==> config.mk <==
export PLATFORM = sky130hd
export DESIGN_NAME = arm_mac_seq
export DESIGN_NICKNAME = d
export VERILOG_FILES = /design/src/rtl/arm_mac_seq.sv
export SDC_FILE = /design/constraint.sdc
export NUM_CORES = 1
export LEC_CHECK = 0
export ABC_AREA = 1
export BUFFER_PORTS_ARGS = -buffer_cell sky130_fd_sc_hd__buf_2
export CAP_MARGIN = 10
export CORE_AREA = 5 5 201 252
export DETAILED_ROUTE_END_ITERATION = 10
export DIE_AREA = 0 0 206 257
export GPL_ROUTABILITY_DRIVEN = 0
export PLACE_DENSITY = 0.84
export SYNTH_ARGS = -nofsm -noshare
export SYNTH_HDL_FRONTEND = slang
export SYNTH_SLANG_ARGS = --single-unit
==> constraint.sdc <==
create_clock -name clk -period 6.15 [get_ports clk]
set_input_delay 0.615 -clock clk [delete_from_list [all_inputs] [get_ports clk]]
set_output_delay 0.615 -clock clk [all_outputs]
set_load 0.02 [all_outputs]
==> src/rtl/arm_mac_seq.sv <==
// Iterative MUL/MLA/UMULL/UMLAL/SMULL/SMLAL sequencer: consumes BPC bits of Rs per cycle,
// then writes RdLo (and RdHi for long ops) through the single register-file write port.
module arm_mac_seq #(
    parameter int BPC = 4
) (
    input  logic        clk,
    input  logic        rst,
    input  logic        start,
    input  logic        flush,
    input  logic [2:0]  op,
    input  logic        set_flags,
    input  logic [3:0]  rd_lo_idx,
    input  logic [3:0]  rd_hi_idx,
    input  logic [31:0] op_m,
    input  logic [31:0] op_s,
    input  logic [31:0] acc_lo,
    input  logic [31:0] acc_hi,
    output logic        busy,
    output logic        done,
    output logic        rd_we,
    output logic [3:0]  write_rd,
    output logic [31:0] rd_in,
    output logic        flags_we,
    output logic        flag_n,
    output logic        flag_z
);
    localparam int N_ITER = 32 / BPC;
    localparam int CW     = (N_ITER > 1) ? $clog2(N_ITER) : 1;

    typedef enum logic [1:0] {
        IDLE  = 2'd0,
        CALC  = 2'd1,
        WR_LO = 2'd2,
        WR_HI = 2'd3
    } state_t;

    state_t          state;
    logic [CW-1:0]   iter;
    logic            is_long;
    logic            is_signed;
    logic            upd_flags;
    logic [3:0]      lo_idx;
    logic [3:0]      hi_idx;
    logic [63:0]     acc;
    logic [63:0]     mcand;
    logic [31:0]     mplier;
    logic [BPC-1:0]  digit;
    logic [63:0]     pp;
    logic            last_iter;
    logic            launch;
    logic            wr_lo;
    logic            wr_hi;
    logic            final_wr;

    assign launch    = (state == IDLE) && start && !flush;
    assign last_iter = (iter == CW'(N_ITER - 1));
    assign digit     = mplier[BPC-1:0];

    // NOTE: every variable assigned in always_comb gets a default first, so no latch is inferred.
    always_comb begin
        pp = mcand * 64'(digit);
        // In a signed multiply the top Rs digit carries negative weight.
        if (is_signed && last_iter && digit[BPC-1]) begin
            pp = pp - (mcand << BPC);
        end
    end

    always_ff @(posedge clk) begin
        if (rst) begin
            state <= IDLE;
            iter  <= '0;
        end else if (flush) begin
            state <= IDLE;
        end else begin
            case (state)
                IDLE: begin
                    if (start) begin
                        state <= CALC;
                        iter  <= '0;
                    end
                end
                CALC: begin
                    iter <= iter + CW'(1);
                    if (last_iter) state <= WR_LO;
                end
                WR_LO:   state <= is_long ? WR_HI : IDLE;
                WR_HI:   state <= IDLE;
                default: state <= IDLE;
            endcase
        end
    end

    // NOTE: datapath registers carry no reset; every output that exposes them is gated by state.
    always_ff @(posedge clk) begin
        if (launch) begin
            is_long   <= op[1];
            is_signed <= op[2] & op[1];
            upd_flags <= set_flags;
            lo_idx    <= rd_lo_idx;
            hi_idx    <= rd_hi_idx;
            mcand     <= (op[2] & op[1]) ? {{32{op_m[31]}}, op_m} : {32'b0, op_m};
            mplier    <= op_s;
            acc       <= op[0] ? {op[1] ? acc_hi : 32'b0, acc_lo} : 64'b0;
        end else if (state == CALC) begin
            acc    <= acc + pp;
            mcand  <= mcand << BPC;
            mplier <= mplier >> BPC;
        end
    end

    assign wr_lo    = (state == WR_LO);
    assign wr_hi    = (state == WR_HI);
    assign final_wr = wr_hi | (wr_lo & ~is_long);

    always_comb begin
        busy     = (state != IDLE);
        rd_we    = wr_lo | wr_hi;
        done     = final_wr;
        flags_we = final_wr & upd_flags;
        flag_n   = 1'b0;
        flag_z   = 1'b0;
        write_rd = 4'h0;
        rd_in    = 32'h0;
        if (wr_lo) begin
            write_rd = lo_idx;
            rd_in    = acc[31:0];
        end else if (wr_hi) begin
            write_rd = hi_idx;
            rd_in    = acc[63:32];
        end
        if (final_wr) begin
            flag_n = is_long ? acc[63] : acc[31];
            flag_z = is_long ? (acc == 64'b0) : (acc[31:0] == 32'b0);
        end
    end
endmodule

==> reports/results.ini, run 1 <==
[run_status]
lastStage=global routing (5_1_grt)
error_line=[ERROR GRT-0116] Global routing finished with congestion. Check the congestion regions in the DRC Viewer.
outcome=stopped before the end

[floorplanning]
die_x_um=206
top_level_ports=186
start_util=0.564
rows=90
die_h_um=257

[synth]
synth_top_cell_by_area=edfxtp_1
synth_area_um2=27000
synth-seq-cells=176
synth_ff_type=edfxtp_1
yosysTopAreaCellShare=0.190
yosysWarnings=0
synth_edf_count=171
synth_area_leaders=edfxtp_1, nand2_1, inv_1
seq_area_frac_synth=0.194
async_reset_ff_frac=0
synth_cells=4286
syn_nets=4749
synth_cell_types=58
syn_area_per_cell_um2=6.30

[place]
port_buffers=185
place_inst=5890
hpwl_um=88700

[global_routing]
grt_overflow_total=221
grt_pass1_wl_um=290000
grt_pass1_vias=46800
grt_max_degree=102
grt_usage=0.720

[cts]
cts-root-buf=clkbuf_16
cts_made_buffers=17
cts-htree-levels=4
cts_buffer_depth=2
cts.sinks=176

synth_stat cells, types with 33 or more instances:
library cell  number
nand4_1           34
o21bai_1          39
o21ai_0          299
clkbuf_1          55
nand2_1         1138
inv_1            899
edfxtp_1         171
a21oi_1          260
nand3_1          261
xor2_1            43
a31oi_1           34
nor2_1           392
ha_1             196
fa_1             123
nor3_1            33
through the flow:
stage	setup TNS [ns]	util	area, um^2	worst slack (ns)	hold slack [ns]
2_1_floorplan	-0.0788	-	27500	-0.0419	0.443
3_5_place_dp	-52.95	0.739	35400	-1.56	0.469
4_1_cts	-34.67	0.811	38800	-1.11	0.274
3_3_place_gp	-44.55	0.739	35400	-1.37	0.459
cell families after synthesis:
group                    Yosys count  share of synthesized area
AO/OA/AOI/OAI                    757                      0.158
XOR/XNOR                          63                     0.0207
adder cells (fa/ha/maj)          319                      0.182
buffers and inverters            996                      0.140
flip-flops                       176                      0.194
multiplexers                       2                   0.000741
AND/OR/NAND/NOR                 1973                      0.305
metal layers:
layer / GRT overflow / global-route usage
met3: 2 / 0.612
met1: 11 / 0.700
met4: 99 / 0.730
met5: 0 / 0.403
met2: 109 / 0.848
timing repair:
item | 4_1_cts
setup buffers | 56
hold buffers | 0
gates cloned | 3
pin swaps | 72
gates resized for setup | 545
endpoints found under the setup margin | 53
==> inputs of run 2 (changes only) <==
Settings changed: CORE_AREA 5 5 201 252 to 5 5 266 268, DIE_AREA 0 0 206 257 to 0 0 271 273, PLACE_DENSITY 0.84 to not set, PLACE_DENSITY_LB_ADDON set to 0.15.
Clock period 6.15 ns to 8 ns, I/O delays scaled along.
==> reports/results.ini, run 2 <==
[critical_path]
cpMaxStageDelayCell=fa_1
cp_max_fo=39
worstPathBufferInverterCount=15
cpMostUsedCell=inv_1
cp.arrival_ns=7.96
slowest_delay_ns=0.50
critical-path-top-delay-family=simple AND/OR/NAND/NOR gates
start_kind=register
crit_required_ns=8.29
worstSetupPathType=register to register
endpoint_kind=register

[synth]
async_reset_ff_frac=0
yosysTopAreaCellShare=0.190
synth_ff_type=edfxtp_1
synth_top_cell_by_area=edfxtp_1
synth_xor_area_frac=0.0207
yosys.area_share.simple=0.305
muxShareOfSynthArea=0.000741
synth-compound-area-share=0.158
synth-seq-cells=176
synth_common_cells=nand2_1, inv_1, nor2_1, o21ai_0, nand3_1
synth_cell_types=58
synth_cells=4286
yosysWarnings=0
synth_area_um2=27000
synth_area_leaders=edfxtp_1, nand2_1, inv_1
syn_nets=4749
syn_area_per_cell_um2=6.30
synth_top_family_by_area=simple AND/OR/NAND/NOR gates
synth_edf_count=171
synthMostInstantiatedCell=nand2_1
synthAdderAreaFrac=0.182
seq_area_frac_synth=0.194

[cells_and_area]
nets=5195
top_regs=acc x64, mcand x64, mplier x32
syn_to_final_growth_pct=21.9
fin_area_um2=32900
mostFrequentLayoutCells=nand2_1, inv_1, nor2_1
final_common_cell=nand2_1
diodes=0
layoutNonFillerInstCount=5627
drive_gt1_frac=0.168

[cts]
cts_tree=yes
cts_made_buffers=17
clk_latency_ns=0.53
cts_hold_buf=0
cts.sinks=176
cts-htree-levels=4
cts-root-buf=clkbuf_16
clk_pin_slew_ns=0.10
cts_buffer_depth=2

[sta]
clock_skew_ns=0.0256
max_slew_margin=0.384
hold_viol=0
setup_viol=0
max_freq_mhz=130
period_share=0.958
worstMarginPinSlew_ns=0.923
finalSetupTns_ns=0
fin_crit_ns=7.67
slew_violations=0

[flow_run]
maxCapViolCount=0

[pwr]
power.density_nw_per_um2=508
fin_total_pwr_uw=16700
peakVddDrop_mv=0.233
leakagePower_uw=0.0172

[global_routing]
grt_pass1_vias=28700
grt_max_degree=186
grt_pass1_wl_um=161000
antenna_found_initial=2
grt_usage=0.279
grt_overflow_total=0

[hold_path]
worstHoldPathType=primary input to register

[floorplanning]
start_util=0.396
die_h_um=273
core_um2=68100
rows=96
top_level_ports=186
dieArea_um2=74000
die_x_um=271

[drt]
avgViaCountPerCell=5.26
drcViolationCount=0
ant_nets=0
wire_per_inst_um=18.9
vias=29600
routed_wl_um=106000
dr.pass1.iters=6
drtIter0Drc=2552

[place]
hpwl_um=87100
dpl_cell_area_um2=31100
port_buffers=185
place_inst=5575

[run_status]
outcome=completed

-- run 2: per-stage QoR --
stage / worst slack (ns) / hold WS (ns) / utilization
after global routing: -0.0626 / 0.419 / 0.483
after global placement: -0.589 / 0.461 / 0.457
after floorplan: 1.59 / 0.443 / -
after detailed placement: -0.608 / 0.465 / 0.457
after CTS: 0.0000266 / 0.407 / 0.467
final: 0.333 / 0.443 / 0.483
-- run 2: cell type report --
| class | count | area, um^2 |
|---|---|---|
| clock buffer | 17 | 425 |
| clock inverter | 15 | 216 |
| fill | 7154 | 35200 |
| inverter | 904 | 3390 |
| multi-input combinational | 3114 | 19000 |
| sequential | 176 | 5240 |
| tap | 882 | 1100 |
| timing repair buffer | 519 | 3560 |
-- run 2: final timing paths --
kind | cells past startpoint | end | startpoint | slack [ns]
worst max-delay path | 46 | acc[55]$_DFFE_PP_ | mplier[2]$_DFFE_PP_ | 0.33
worst max register to register | 46 | acc[55]$_DFFE_PP_ | mplier[2]$_DFFE_PP_ | 0.33
worst min register to register | 2 | iter[2]$_SDFFE_PP0P_ | iter[2]$_SDFFE_PP0P_ | 0.48
worst min-delay path | 1 | hi_idx[1]$_DFFE_PP_ | rd_hi_idx[1] | 0.44
-- run 2: kinds of logic after synthesis --
family          Yosys count
simple gates           1973
buf+inv                 996
compound gates          757
fa+ha+maj               319
flops                   176
xor+xnor                 63
mux                       2
-- run 2: worst register-to-register path, delay by kind of cell (launching register included) --
family                     cells  cell delay (ns)
and+or+nand+nor               17             2.31
AOI/OAI and AO/OA              8             1.09
buffers and inverters         15             1.44
DFF                            1             0.42
adders and majority gates      5             1.91
xor gates and xnor gates       1             0.23
-- run 2: per-layer routing --
metal | part of all wire | global-route usage
met5 | 0 | 0
met4 | 0.048 | 0.121
met1 | 0.44 | 0.381
met3 | 0.064 | 0.0313
met2 | 0.45 | 0.448
-- run 2: what timing repair did --
item	CTS	global route
buffers inserted	2	17
endpoints found under the setup margin	17	34
gates cloned	0	1
resized for setup	11	195
pin swaps	2	24
-- run 2: where the power goes --
part,internal (uW),switching (uW),total (uW)
logic,5310,8650,14000
registers,1460,302,1760
clock network,437,549,985
Power figures use the tool's default switching activity.
==> inputs of run 3 (changes only) <==
Settings changed: BUFFER_PORTS_ARGS -buffer_cell sky130_fd_sc_hd__buf_2 to not set, CORE_AREA 5 5 266 268 to 8 8 269 271, DIE_AREA 0 0 271 273 to 0 0 277 279, DONT_BUFFER_PORTS set to 1, REMOVE_ABC_BUFFERS set to 1.
==> reports/results.ini, run 3 (synthesized netlist as in run 2, its figures left out) <==
[drt]
wire_per_inst_um=19.9
routed_wl_um=105000
dr.pass1.iters=8
vias=28300
drtIter0Drc=2742
ant_nets=0
avgViaCountPerCell=5.39
drcViolationCount=0

[cells_and_area]
drive_gt1_frac=0.100
fillers=7293
diodes=0
mostFrequentLayoutCells=nand2_1, inv_1, nor2_1
nets=4817
syn_to_final_growth_pct=12.8
final_common_cell=nand2_1
layoutNonFillerInstCount=5249
top_regs=acc x64, mcand x64, mplier x32

[sta]
slew_violations=0
hold_ws_ns=0.339
rsz0062_at_grt=yes
max_slew_margin=0.231
period_share=0.966
worstMarginPinSlew_ns=1.15
hold_viol=0
setup_viol=0
max_freq_mhz=129
fin_crit_ns=7.73
clock_skew_ns=0.0215

[global_routing]
grt_usage=0.263
grt_max_degree=190
grt_overflow_total=0
grt_pass1_vias=27600
grt_pass1_wl_um=159000
antenna_found_initial=1

[floorplanning]
rows=96
core_um2=68000
die_x_um=277
die_h_um=279
top_level_ports=186
start_util=0.397
dieArea_um2=77300

[critical_path]
cp.arrival_ns=8.00
slowest_delay_ns=0.53
crit_required_ns=8.28
critical-path-top-delay-family=compound AO/OA/AOI/OAI gates
worstPathBufferInverterCount=9
start_kind=register
cpMaxStageDelayCell=fa_1
worstSetupPathType=register to register
cp_max_fo=55
cpMostUsedCell=nand2_1
endpoint_kind=register

[cts]
cts_tree=yes
cts-root-buf=clkbuf_16
cts_made_buffers=17
cts-htree-levels=4
clk_pin_slew_ns=0.10
cts_buffer_depth=2
cts.sinks=176
clk_latency_ns=0.52

[place]
place_inst=5204
port_buffers=0
hpwl_um=86100

[flow_run]
maxCapViolCount=0

[run_status]
outcome=completed

[hold_path]
worstHoldPathType=primary input to register

[run 3: cell types whose count changed in the layout (fill, tap and decap cells not counted), moves of 5 or more]
cell	change
buf_4	-187
a21oi_1	-6
ha_4	-10
buf_2	-185
nand2_1	-6
a21oi_2	+6
ha_2	+9
nand2_2	+5
[run 3: final timing paths]
check | from | end | slack [ns] | cells after the start
min | rst | iter[2]$_SDFFE_PP0P_ | 0.34 | 1
max reg2reg | mplier[1]$_DFFE_PP_ | acc[55]$_DFFE_PP_ | 0.27 | 42
max | mplier[1]$_DFFE_PP_ | acc[55]$_DFFE_PP_ | 0.27 | 42
min reg2reg | iter[1]$_SDFFE_PP0P_ | iter[1]$_SDFFE_PP0P_ | 0.47 | 2
[run 3: final cells by class]
cell class	instances	area (um^2)	share of cell area
clock buffers	17	425	0.0140
clock inverters	15	213	0.00698
inverters	904	3390	0.111
multi-input cells	3114	19000	0.623
flip-flops and latches	176	5240	0.172
well taps	882	1100	0.0362
repair buffers	141	1120	0.0368
[run 3: timing repair]
action / 4_1_cts / 5_1_grt
buffers inserted: 0 / 13
endpoints found under the setup margin: 5 / 40
pin swaps: 0 / 15
gates resized for setup: 5 / 212
hold buffers: 0 / 0
[run 3: worst reg2reg max path: cells and delay by family, from the launching register on]
kind | cells | cell delay [ns]
adders and majority gates | 5 | 2.04
and+or+nand+nor | 17 | 2.16
buffers and inverters | 9 | 0.75
DFF | 1 | 0.42
AOI/OAI and AO/OA | 11 | 2.09
[run 3: layer usage]
layer,vias to the layer above,part of all wire,GRT usage
met4,0,0.040,0.103
met2,1111,0.46,0.433
met1,13200,0.44,0.351
li1,13700,-,-
met3,207,0.063,0.0311
met5,-,0,0
[run 3: per-stage QoR]
step / setup WS (ns) / area [um^2] / TNS, ns / util
after floorplan: -2.67 / 26600 / -427.72 / -
after global placement: -0.264 / 28800 / -0.619 / 0.423
after detailed placement: -0.244 / 28800 / -0.569 / 0.423
after CTS: 0.00660 / 29400 / 0 / 0.433
after global routing: -0.0650 / 30500 / -0.324 / 0.448
final: 0.273 / 30500 / 0 / 0.448
Power of run 3 is not shown: default switching activity piles up to over one toggle a cycle in this logic, so the estimate is an artifact.
